**src/rtl/alu_pkg.sv**
```systemverilog
// Shared ALU definitions: datapath widths, iterative-shifter state encoding and shift-op codes.
package alu_pkg;

  localparam int unsigned WIDTH = 32;
  localparam int unsigned SHW   = 5;

  typedef enum logic [1:0] {
    IDLE  = 2'b00,
    SHIFT = 2'b01,
    DONE  = 2'b10
  } state_t;

  localparam logic SH_SRL = 1'b0;
  localparam logic SH_SRA = 1'b1;

endpackage

```
**src/rtl/sr_step.sv**
```systemverilog
// One bounded right-shift slice: shifts data right by amt (0..STEP) with a chosen fill bit.
module sr_step
  import alu_pkg::*;
#(
  parameter int unsigned STEP = 4,
  parameter int unsigned AW   = $clog2(STEP + 1)
) (
  input  logic [WIDTH-1:0] data,
  input  logic [AW-1:0]    amt,
  input  logic             fill,
  output logic [WIDTH-1:0] q
);

  // Prepending the fill bit lets a single arithmetic shift cover both srl and sra.
  assign q = WIDTH'($signed({fill, data}) >>> amt);

endmodule

```
**src/rtl/sr32_iter.sv**
```systemverilog
// Multicycle srl/sra unit: shifts B right by A[4:0], at most STEP bits per cycle, start/done handshake.
module sr32_iter
  import alu_pkg::*;
#(
  parameter int unsigned STEP = 4
) (
  input  logic             clk,
  input  logic             rst,
  input  logic             start,
  input  logic             flush,
  input  logic             arith,
  input  logic [WIDTH-1:0] A,
  input  logic [WIDTH-1:0] B,
  output logic             ready,
  output logic             busy,
  output logic             done,
  output logic [WIDTH-1:0] res
);

  localparam int unsigned AW = $clog2(STEP + 1);
  localparam int unsigned CW = SHW + 1;
  localparam logic [CW-1:0] STEP_C = CW'(STEP);

  state_t           state_q, state_nx;
  logic [WIDTH-1:0] data_q, shifted;
  logic [SHW-1:0]   cnt_q;
  logic             arith_q;
  logic [AW-1:0]    amt;
  logic             last, fill;
  logic             load, load_zero, step_en, res_from_step;
  logic             ready_nx, busy_nx, done_nx;
  logic             unused_a_hi;

  assign unused_a_hi = ^A[WIDTH-1:SHW];

  // Final iteration once the remaining count fits in one step.
  always_comb begin
    last = ({1'b0, cnt_q} <= STEP_C);
    amt  = last ? AW'(cnt_q) : AW'(STEP);
    fill = arith_q & data_q[WIDTH-1];
  end

  sr_step #(.STEP(STEP), .AW(AW)) u_step (
    .data (data_q),
    .amt  (amt),
    .fill (fill),
    .q    (shifted)
  );

  always_ff @(posedge clk or posedge rst) begin
    if (rst) begin
      state_q <= IDLE;
      ready   <= 1'b1;
      busy    <= 1'b0;
      done    <= 1'b0;
    end else begin
      state_q <= state_nx;
      ready   <= ready_nx;
      busy    <= busy_nx;
      done    <= done_nx;
    end
  end

  always_comb begin
    state_nx = state_q;
    unique case (state_q)
      IDLE:    if (start && !flush) state_nx = (A[SHW-1:0] == '0) ? DONE : SHIFT;
      SHIFT:   if (flush) state_nx = IDLE;
               else if (last) state_nx = DONE;
      DONE:    state_nx = IDLE;
      default: state_nx = IDLE;
    endcase
  end

  // Status flags are registered copies of the next-state decode; datapath enables follow the current state.
  always_comb begin
    ready_nx      = (state_nx == IDLE);
    busy_nx       = (state_nx == SHIFT) || (state_nx == DONE);
    done_nx       = (state_nx == DONE);
    load          = (state_q == IDLE) && start && !flush;
    load_zero     = load && (A[SHW-1:0] == '0);
    step_en       = (state_q == SHIFT) && !flush;
    res_from_step = step_en && last;
  end

  always_ff @(posedge clk or posedge rst) begin
    if (rst) begin
      data_q  <= '0;
      cnt_q   <= '0;
      arith_q <= 1'b0;
      res     <= '0;
    end else begin
      if (load) begin
        data_q  <= B;
        cnt_q   <= A[SHW-1:0];
        arith_q <= arith;
      end else if (step_en) begin
        data_q <= shifted;
        cnt_q  <= last ? '0 : cnt_q - SHW'(STEP);
      end
      if (load_zero) res <= B;
      else if (res_from_step) res <= shifted;
    end
  end

endmodule

```
**config.mk**
```make
export PLATFORM = sky130hd
export DESIGN_NAME = sr32_iter
export DESIGN_NICKNAME = d
export VERILOG_FILES = /design/src/rtl/alu_pkg.sv /design/src/rtl/sr_step.sv /design/src/rtl/sr32_iter.sv
export SDC_FILE = /design/constraint.sdc
export NUM_CORES = 1
export LEC_CHECK = 0
export ABC_AREA = 1
export CAP_MARGIN = 10
export CORE_UTILIZATION = 57
export DETAILED_ROUTE_END_ITERATION = 7
export PLACE_DENSITY = 0.93
export RECOVER_POWER = 100
export SETUP_SLACK_MARGIN = 0.05
export SLEW_MARGIN = 10
export SYNTH_ARGS = -nofsm -noshare
export SYNTH_HDL_FRONTEND = slang
export SYNTH_SLANG_ARGS = --single-unit
```
**constraint.sdc**
```tcl
create_clock -name clk -period 7.17 [get_ports clk]
set_clock_uncertainty 0.1 [all_clocks]
set_input_delay 1.434 -clock clk [delete_from_list [all_inputs] [get_ports clk]]
set_output_delay 1.434 -clock clk [all_outputs]
set_load 0.01 [all_outputs]
```
==> run summary <==
Commonest cells in the netlist = nand3_1 (158), inv_1 (137), nand2_1 (135)
Crit. End Element = flip-flop
Post-CTS Hold Buffers = 0
CTS H-tree depth = 3
HPWL Detailed = 8990 µm
First-pass GRT wire length = 23,800 µm
Source of the worst hold timing path = cnt_q[3]$_DFFE_PP0P_
Largest area contributor in the netlist = dfrtp_1
CTS clk-pin slew, worst paths = 80 ps
Clk_lat worst skew = 360 ps
Final period demand of the worst path = 5320 ps
Cells after synthesis = 725
Post-route ant nets = 0
Final hold vios = 0
Worst slew pin tran = 1990 ps
HP Class = reg2reg
Cell Rows = 35
Number of enable flip-flop cells after synthesis = 0
Critical path required time = 7240 ps
FMAX = 188 MHz
Routed WL = 14,300 µm
Cell leakage power = 0.00322 µW
Status = complete, but fails checks
Global-route usage over all layers = 29.7%
Synth warn = 0
Remaining Overflow, GRT = 0
CP arrival = 5380 ps
Synth Cell Area = 5500 µm²
Critical Path Fanout Max = 39
Critical path buffers and inverters = 4
Most common cell in the synthesized netlist = nand3_1
CP max-delay cell = clkbuf_1
Layout cell share with drive strength beyond 1 = 15.1%
Pins Over Slew Limit = 40
Ys async rst share = 100%
DRC = 0
CTS root buf = clkbuf_8
CTS tree = built
Prevailing post-synth register cell = dfrtp_1
Total of max-cap violations = 1
Global placement routability congestion = 0.894
Post-Syn Nets = 798
Final std cells w/o fill = 908
CP Launch Type = input port
FF+latch count, synth = 75
Tcrit/Tclk final = 74.1%
Wire per inst = 15.7 µm
Power density over the cells = 447 nW/µm²
Endpoints failing setup = 0
WHS Endpoint = cnt_q[3]$_DFFE_PP0P_
Post-CTS sizing = 0
Register area share after synthesis = 34.2%
Syn_area_per_cell = 7.58 µm²
Drt pass-1 iters = 5
Via/cell ratio = 5.76
Kind of critical path = in2reg
Synth cell types = 30
Io pins = 104
RSZ-0062 raised after global routing = no
N_diodes = 0
Crit Reg-Reg Startpoint = state_q[0]$_DFF_PP0_
Die area = 10,000 µm²
Placed cells = 892
Vias in the first global route = 5,137
Vias = 5,229
Max IR drop VDD = 0.207 mV
Worst reg2reg path endpoint = cnt_q[4]$_DFFE_PP0P_
Largest net degree at the start of global routing = 76
TritonCTS buffer count = 9
Initial Utilization = 59.2%
Port buffer count = 76
Initial antenna violation count = 0
Synth top area cells = dfrtp_1 (34%), nand3_1 (14%), nand3_2 (12%)
Die W = 100 µm
DR iter-0 viols = 534
Critical Path Max Stage Delay = 1420 ps
Fin nets = 847
Post-synth top area share = 33.7%
Largest delay contributor family on the critical path = buffers and inverters
CTS Buffer Depth = 2
Layout area overhead = 14.6%
Die Height = 100 µm
CTS Sinks = 75
Rel. slew slack = -32.7%
Failing checks = capacitance limit, slew limit
Core area = 9280 µm²
R2r setup slk = 3110 ps
CP Cell Sequence = dlygate4sd3_1, nor2_1, nand2_1, clkbuf_1, inv_1, nor2_1, inv_1, nand2_1, xor2_1, o22ai_1
Hold Path Stages = 2
Post-Route Setup TNS = 0 ps
Setup Fix Bufs, Post-CTS = 0
Reg2Reg Depth = 9
area by class of cell:
type | instances | area, µm²
fill | 782 | 2980
multi-input combinational | 465 | 2750
sequential | 75 | 1880
timing repair buffer | 80 | 787
inverter | 143 | 542
tap | 129 | 161
clock buffer | 11 | 131
clock inverter | 5 | 55.1
cell usage in the layout, fill, tap and decap left out, types with 2 or more instances in the layout:
cell type,count
ha_1,4
inv_1,137
nor2_4,3
nand2_2,4
clkinvlp_4,2
clkinv_2,2
clkbuf_8,9
nand2_1,135
clkbuf_1,3
o21ai_0,31
clkdlybuf4s50_1,39
buf_4,3
nand2_8,2
nor2_1,5
dfrtp_1,74
dlygate4sd3_1,37
nand3_2,65
o221ai_1,2
nand2_4,20
nand3_1,158
o22ai_1,31
inv_2,4
sequential cells by signal, indices dropped and copies added, names as in the netlist:
name / count
arith_q: 1
busy: 1
cnt_q: 5
data_q: 32
done: 1
ready: 1
res: 32
state_q: 2
report_power, final:
part | switching, µW | internal, µW
logic | 1170 | 607
clock network | 168 | 160
registers | 94.4 | 613
per-layer routing:
| layer | share of wire, % | global-route usage (%) | wire length, µm |
|---|---|---|---|
| met1 | 40 | 36.9 | 5730 |
| met2 | 50 | 50.7 | 7070 |
| met3 | 8.2 | 5.92 | 1170 |
| met4 | 2.1 | 11.7 | 297 |
| met5 | 0 | 0 | 0 |
per-stage QoR:
step	worst slack, ps	cell area, µm²	util (%)	power (µW)	hold slack [ps]
global route	1640	6300	67.9	3020	428
CTS	3300	6300	67.9	2820	411
finish	1850	6300	67.9	2820	410
global placement	3060	6120	65.9	2390	374
floorplan	3730	5500	-	2110	359
detailed placement	2950	6120	65.9	2470	393
worst max path at each step:
stage	slack [ps]	start	depth (start not counted)	to
3_5_place_dp	2950	flush	13	res[30]$_DFFE_PP0P_
2_1_floorplan	3730	rst	1	arith_q$_DFFE_PP0P_
4_1_cts	3300	flush	13	res[30]$_DFFE_PP0P_
6_report	1850	flush	10	cnt_q[4]$_DFFE_PP0P_
3_3_place_gp	3060	flush	13	res[30]$_DFFE_PP0P_
5_1_grt	1640	flush	13	res[30]$_DFFE_PP0P_
worst min-delay path, delay by kind of cell, from the launching register on:
family | cells | cell delay [ps]
flip-flops | 1 | 350
AO/OA/AOI/OAI | 1 | 60
AND/OR/NAND/NOR | 1 | 60
cell families after synthesis:
kind of cell               Yosys count  synth area share, %
xor gates and xnor gates             1                0.159
adders and majority gates            4                0.910
buffers and inverters              185                 15.9
and+or+nand+nor                    393                 41.8
DFF                                 75                 34.2
AOI/OAI and AO/OA                   67                 7.10
Power figures use the tool's default switching activity.
